File: src/rtl/output_unloader_bp.sv
// Decoder output unloader: reads UNLOADCOUNT wide hard-decision words from memory
// under a credit limit, buffers them and streams kl HDDW-bit beats per word.
module output_unloader_bp #(
    parameter int KB           = 14,
    parameter int HDDW         = 32,
    parameter int ADDRESSWIDTH = 5,
    parameter int UNLOADCOUNT  = 17,
    parameter int RDLAT        = 2,
    parameter int FIFODEPTH    = 4,
    parameter int KBW          = 4
) (
    input  logic                    clk,
    input  logic                    rst,
    input  logic                    unload_start,
    input  logic [KBW-1:0]          kb_active,
    output logic                    unload_en,
    output logic [ADDRESSWIDTH-1:0] unload_addr,
    input  logic [KB*HDDW-1:0]      wrdin_vec,
    output logic [HDDW-1:0]         hd_out,
    output logic                    hd_valid,
    input  logic                    hd_ready,
    output logic                    hd_last,
    output logic                    busy,
    output logic                    done
);

    localparam int PTRW = (FIFODEPTH > 1) ? $clog2(FIFODEPTH) : 1;
    localparam int CNTW = PTRW + 1;
    localparam int ISW  = ADDRESSWIDTH + 1;
    localparam int CRW  = $clog2(FIFODEPTH + RDLAT + 1);
    localparam int WW   = KB * HDDW;

    typedef enum logic [1:0] {
        S_IDLE,
        S_UNLOAD,
        S_DRAIN,
        S_DONE
    } state_t;

    state_t          state_q, state_d;
    logic [ISW-1:0]  issued_q, issued_d;
    logic [ISW-1:0]  popped_q, popped_d;
    logic [KBW-1:0]  kl_q, kl_d;
    logic [KBW-1:0]  beat_q, beat_d;
    logic [RDLAT-1:0] pipe_q, pipe_d;
    logic [WW-1:0]   mem_q [FIFODEPTH];
    logic [WW-1:0]   mem_d [FIFODEPTH];
    logic [PTRW-1:0] wr_ptr_q, wr_ptr_d;
    logic [PTRW-1:0] rd_ptr_q, rd_ptr_d;
    logic [CNTW-1:0] count_q, count_d;

    logic [CRW-1:0]  credit_used;
    logic            fifo_push;
    logic            fifo_pop;
    logic            xfer;
    logic            last_beat;

    // Credits cover both buffered words and reads whose data is still in flight.
    always_comb begin
        credit_used = CRW'(count_q);
        for (int i = 0; i < RDLAT; i++) begin
            credit_used = credit_used + CRW'(pipe_q[i]);
        end
    end

    assign unload_en   = (state_q == S_UNLOAD) &&
                         (issued_q < ISW'(UNLOADCOUNT)) &&
                         (credit_used < CRW'(FIFODEPTH));
    assign unload_addr = issued_q[ADDRESSWIDTH-1:0];

    // Stream handshake: a beat moves when hd_valid & hd_ready; while hd_valid is
    // high and hd_ready low, hd_out/hd_last/hd_valid hold because nothing pops.
    assign hd_valid  = (count_q != '0);
    assign xfer      = hd_valid && hd_ready;
    assign last_beat = (beat_q == kl_q - KBW'(1));
    assign fifo_pop  = xfer && last_beat;
    assign fifo_push = pipe_q[RDLAT-1];
    assign hd_out    = hd_valid ? mem_q[rd_ptr_q][int'(beat_q)*HDDW +: HDDW] : '0;
    assign hd_last   = hd_valid && last_beat && (popped_q == ISW'(UNLOADCOUNT - 1));

    assign busy = (state_q == S_UNLOAD) || (state_q == S_DRAIN);
    assign done = (state_q == S_DONE);

    always_comb begin
        state_d  = state_q;
        issued_d = issued_q;
        popped_d = popped_q;
        kl_d     = kl_q;
        beat_d   = beat_q;

        if (unload_en) issued_d = issued_q + ISW'(1);
        if (xfer) beat_d = last_beat ? '0 : beat_q + KBW'(1);
        if (fifo_pop) popped_d = popped_q + ISW'(1);

        case (state_q)
            S_IDLE, S_DONE: begin
                state_d  = S_IDLE;
                issued_d = '0;
                if (unload_start) begin
                    state_d  = S_UNLOAD;
                    popped_d = '0;
                    beat_d   = '0;
                    kl_d     = (kb_active == '0 || kb_active > KBW'(KB)) ? KBW'(KB) : kb_active;
                end
            end
            S_UNLOAD: begin
                if (unload_en && issued_q == ISW'(UNLOADCOUNT - 1)) state_d = S_DRAIN;
            end
            S_DRAIN: begin
                // The final beat only exists once every read has landed and drained.
                if (xfer && hd_last) state_d = S_DONE;
            end
            default: state_d = S_IDLE;
        endcase
    end

    always_comb begin
        pipe_d    = '0;
        pipe_d[0] = unload_en;
        for (int i = 1; i < RDLAT; i++) begin
            pipe_d[i] = pipe_q[i-1];
        end

        mem_d    = mem_q;
        wr_ptr_d = wr_ptr_q;
        rd_ptr_d = rd_ptr_q;
        count_d  = count_q;
        if (fifo_push) begin
            mem_d[wr_ptr_q] = wrdin_vec;
            wr_ptr_d        = wr_ptr_q + PTRW'(1);
        end
        if (fifo_pop) rd_ptr_d = rd_ptr_q + PTRW'(1);
        case ({fifo_push, fifo_pop})
            2'b10:   count_d = count_q + CNTW'(1);
            2'b01:   count_d = count_q - CNTW'(1);
            default: count_d = count_q;
        endcase
    end

    always_ff @(posedge clk) begin
        if (rst) begin
            state_q  <= S_IDLE;
            issued_q <= '0;
            popped_q <= '0;
            kl_q     <= KBW'(KB);
            beat_q   <= '0;
            pipe_q   <= '0;
            wr_ptr_q <= '0;
            rd_ptr_q <= '0;
            count_q  <= '0;
        end else begin
            state_q  <= state_d;
            issued_q <= issued_d;
            popped_q <= popped_d;
            kl_q     <= kl_d;
            beat_q   <= beat_d;
            pipe_q   <= pipe_d;
            wr_ptr_q <= wr_ptr_d;
            rd_ptr_q <= rd_ptr_d;
            count_q  <= count_d;
        end
    end

    always_ff @(posedge clk) begin
        mem_q <= mem_d;
    end

    a_no_overflow: assert property (@(posedge clk) disable iff (rst)
        !(fifo_push && count_q == CNTW'(FIFODEPTH)));

endmodule

File: config.mk
export PLATFORM = sky130hd
export DESIGN_NAME = output_unloader_bp
export DESIGN_NICKNAME = d
export VERILOG_FILES = /design/src/rtl/output_unloader_bp.sv
export SDC_FILE = /design/constraint.sdc
export NUM_CORES = 1
export LEC_CHECK = 0
export CAP_MARGIN = 20
export CORE_ASPECT_RATIO = 0.75
export CORE_MARGIN = 1
export CORE_UTILIZATION = 55
export CTS_CLUSTER_SIZE = 20
export DETAILED_ROUTE_END_ITERATION = 16
export PLACE_DENSITY_LB_ADDON = 0.15
export SETUP_SLACK_MARGIN = 0.3
export SLEW_MARGIN = 15
export SYNTH_ARGS = -nofsm -noshare
export SYNTH_HDL_FRONTEND = slang
export SYNTH_SLANG_ARGS = --single-unit
File: constraint.sdc
create_clock -name clk -period 16.3 [get_ports clk]
set_input_delay 4.89 -clock clk [delete_from_list [all_inputs] [get_ports clk]]
set_output_delay 4.89 -clock clk [all_outputs]
set_load 0.02 [all_outputs]
==> flow_metrics.py <==
metrics = {
    "run_status": {
        "status": "finished clean",
    },
    "worst_setup_path": {
        "r2r-start": "pipe_q[1]",
        "cp.arrival_ns": 5.71,
        "critPathCapture": "hd_out[28]",
        "rrSetupSlack_ns": 11.88,
        "crit_slowest_cell": "dfxtp_4",
        "cp.depth": 8,
        "crit_fanout": 111,
        "reg2reg_to": "mem_q[1002]",
        "critical_path_required_ns": 11.41,
        "path_cells": "buf_12 > inv_2 > buf_4 > mux2i_1 > o21ai_0 > a21oi_1 > nor3_2 > clkdlybuf4s50_1",
        "critPathBufInv": 4,
        "endpoint_kind": "primary output",
        "path_class": "reg2out",
        "max_stage_delay_ns": 0.86,
        "worst_path_dominant_cell_family": "buffers and inverters",
        "startpoint": "rd_ptr_q[1]",
        "ff2ff_path_depth": 4,
        "critPathLaunchType": "flip-flop",
    },
    "logic_synthesis": {
        "synth_area_um2": 70500,
        "syn_avg_cell_area_um2": 21.7,
        "yosysWarnings": 0,
        "synth_edf_count": 1792,
        "async_flop_share": 0,
        "synth.distinct_cells": 60,
        "syn_inst": 3254,
        "synth_flop_cell": "edfxtp_1",
        "synth_seq_cells": 1823,
        "synth_nets": 3728,
        "seq_area_frac_synth": 0.772,
    },
    "clocking": {
        "ctsHoldBuffers": 0,
        "postCtsSetupBuffers": 0,
        "cts-root-buf": "clkbuf_16",
        "h-tree-depth": 4,
        "clock_sinks": 1823,
        "clk_path_buf_depth": 3,
        "path_clk_slew_ns": 0.06,
        "cts_tree": "yes",
        "clock_latency_ns": 0.80,
        "cts-resized-gates": 0,
        "cts_buffers": 169,
    },
    "power_and_ir_drop": {
        "power.leakage_nw": 25.0,
        "ir_drop_mv": 0.109,
        "switching_power_mw": 1.96,
        "p_per_area_nw_per_um2": 117,
        "p_clk_frac": 0.401,
        "p_int_mw": 7.70,
        "power_frac_seq": 0.548,
        "combPwrFrac": 0.051,
        "swShare": 0.203,
    },
    "die": {
        "initial_core_util": 0.556,
        "rows": 113,
        "chipWidth_um": 416,
        "core_area_um2": 127000,
        "die-area_um2": 130000,
        "io_pins": 498,
        "die_h_um": 312,
    },
    "detailed_routing": {
        "vias": 35000,
        "wire_per_inst_um": 30.9,
        "drt_iter0_drc": 3577,
        "ant_nets": 0,
        "vias_per_cell": 6.24,
        "drc_errors": 0,
        "drt_first_pass_iters": 8,
        "wl_mm": 174,
    },
    "finish": {
        "final_util": 0.650,
        "layout_commonest_cell": "edfxtp_1",
        "synthToLayoutAreaGrowth_pct": 17.0,
        "final_cell_mix": "1792 x edfxtp_1, 497 x clkdlybuf4s50_1, 362 x mux4_2",
        "layout.nets": 4269,
        "drive_gt1_frac": 0.180,
    },
    "global_route": {
        "antenna_found_initial": 65,
        "gr-total-overflow": 0,
        "grtUsageTotal": 0.270,
        "grt_max_degree": 156,
        "met3_usage": 0.0728,
        "grt_pass1_vias": 35900,
        "use_met2": 0.438,
        "top_usage_layer": "met2",
        "gr-usage-met1": 0.367,
        "grt_pass1_wl_mm": 251,
    },
    "placed_design": {
        "dp_hpwl_mm": 110,
        "io_buffers": 497,
        "gp_congestion": 0.818,
    },
    "timing": {
        "setup_viol": 0,
        "rsz0062_at_grt": "no",
        "tightest_slew_ns": 1.25,
        "period_needed_ns": 10.60,
        "slew_headroom": 0.168,
        "tns_ns": 0,
        "timing_hold_violations_final": 0,
        "slew_violations": 0,
        "clock_skew_ns": 0.0239,
        "period_share": 0.650,
        "fmax_mhz": 94.3,
    },
    "worst_hold_path": {
        "hold_class": "reg2reg",
    },
    "run": {
        "drv_cap": 0,
    },
}
## per-layer routing
layer | vias up | part of all wire
met3 | 300 | 0.082
met2 | 1359 | 0.50
met4 | 44 | 0.023
met1 | 18500 | 0.39
met5 | - | 0.0016
li1 | 14800 | -
## power by group through the flow
stage	combinational (mW)	sequential [mW]	clock (mW)
floorplan	0.212	5.45	0
global placement	0.471	5.39	0
detailed placement	0.489	5.39	0
CTS	0.492	5.29	3.94
global route	0.523	5.30	4.12
finish	0.491	5.29	3.88
## tightest hold or removal path, stage by stage, from the launching register on
cell and delay [ns]:
dfxtp_1 0.30, inv_1 0.07, nor2_1 0.05
## through the flow
stage	hold slack [ns]	std cells	area, um^2	worst slack [ns]	power, mW
final	0.461	5619	82500	5.70	9.66
after detailed placement	0.451	5288	77000	6.55	5.88
after CTS	0.461	5593	82400	5.69	9.73
after global routing	0.480	5607	82500	5.51	9.94
after floorplan	0.429	3254	70500	4.79	5.66
after global placement	0.440	5287	76900	6.60	5.86
## cell families (layout without fill, tap and decap cells)
| family | after synthesis | after routing | synth area share |
|---|---|---|---|
| DFF | 1823 | 1823 | 0.772 |
| muxes | 642 | 642 | 0.156 |
| AOI/OAI and AO/OA | 327 | 327 | 0.0326 |
| and+or+nand+nor | 222 | 222 | 0.0153 |
| buffers and inverters | 205 | 880 | 0.0187 |
| adders and majority gates | 18 | 18 | 0.00330 |
| xor gates and xnor gates | 17 | 17 | 0.00232 |
| other | 0 | 23 | 0 |
## final cells by class
class / count / area (um^2)
fillers: 8282 / 44500
inverters: 21 / 78.8
flip-flops and latches: 1823 / 54400
repair buffers: 554 / 5590
clock inverters: 103 / 925
well taps: 1667 / 2090
clock buffers: 202 / 4490
diodes: 23 / 57.6
multi-input cells: 1226 / 14800
## worst min-delay path by stage
| stage | from | endpoint | slack [ns] | cells after the start |
|---|---|---|---|---|
| after global placement | issued_q[5] | issued_q[5] | 0.44 | 2 |
| after floorplan | issued_q[5] | issued_q[5] | 0.43 | 2 |
| after detailed placement | issued_q[5] | issued_q[5] | 0.45 | 2 |
| final | issued_q[5] | issued_q[5] | 0.46 | 2 |
| after CTS | issued_q[5] | issued_q[5] | 0.46 | 2 |
| after global routing | pipe_q[0] | pipe_q[1] | 0.48 | 1 |
## Yosys cell counts, drive strengths merged (4+ instances only)
cell type	count	area share
a211o	9	0.0011
a211oi	32	0.0034
a21o	6	0.00064
a21oi	45	0.0032
a221oi	44	0.0057
a222oi	5	0.00071
a22oi	10	0.0011
a31oi	7	0.00062
and2	10	0.00089
and4	4	0.00050
buf	139	0.015
clkbuf	45	0.0024
dfxtp	31	0.0088
edfxtp	1792	0.76
ha	17	0.0030
inv	21	0.0011
mux2	26	0.0042
mux2i	252	0.036
mux4	364	0.12
nand2	72	0.0038
nand2b	12	0.0011
nand3	14	0.00099
nor2	54	0.0029
nor2b	18	0.0016
nor3	18	0.0016
o2111a	14	0.0022
o2111ai	7	0.00087
o21ai	70	0.0050
o221ai	21	0.0026
o22ai	47	0.0042
xnor2	8	0.00099
xor2	8	0.00099
## sequential cells by signal, summed over array words and instances (netlist names)
signal,count
pipe_q,2
rd_ptr_q,2
mem_q,1792
state_q,2
issued_q,6
popped_q,6
kl_q,4
beat_q,4
wr_ptr_q,2
count_q,3
Note: power is estimated with default switching activity, not from simulation.
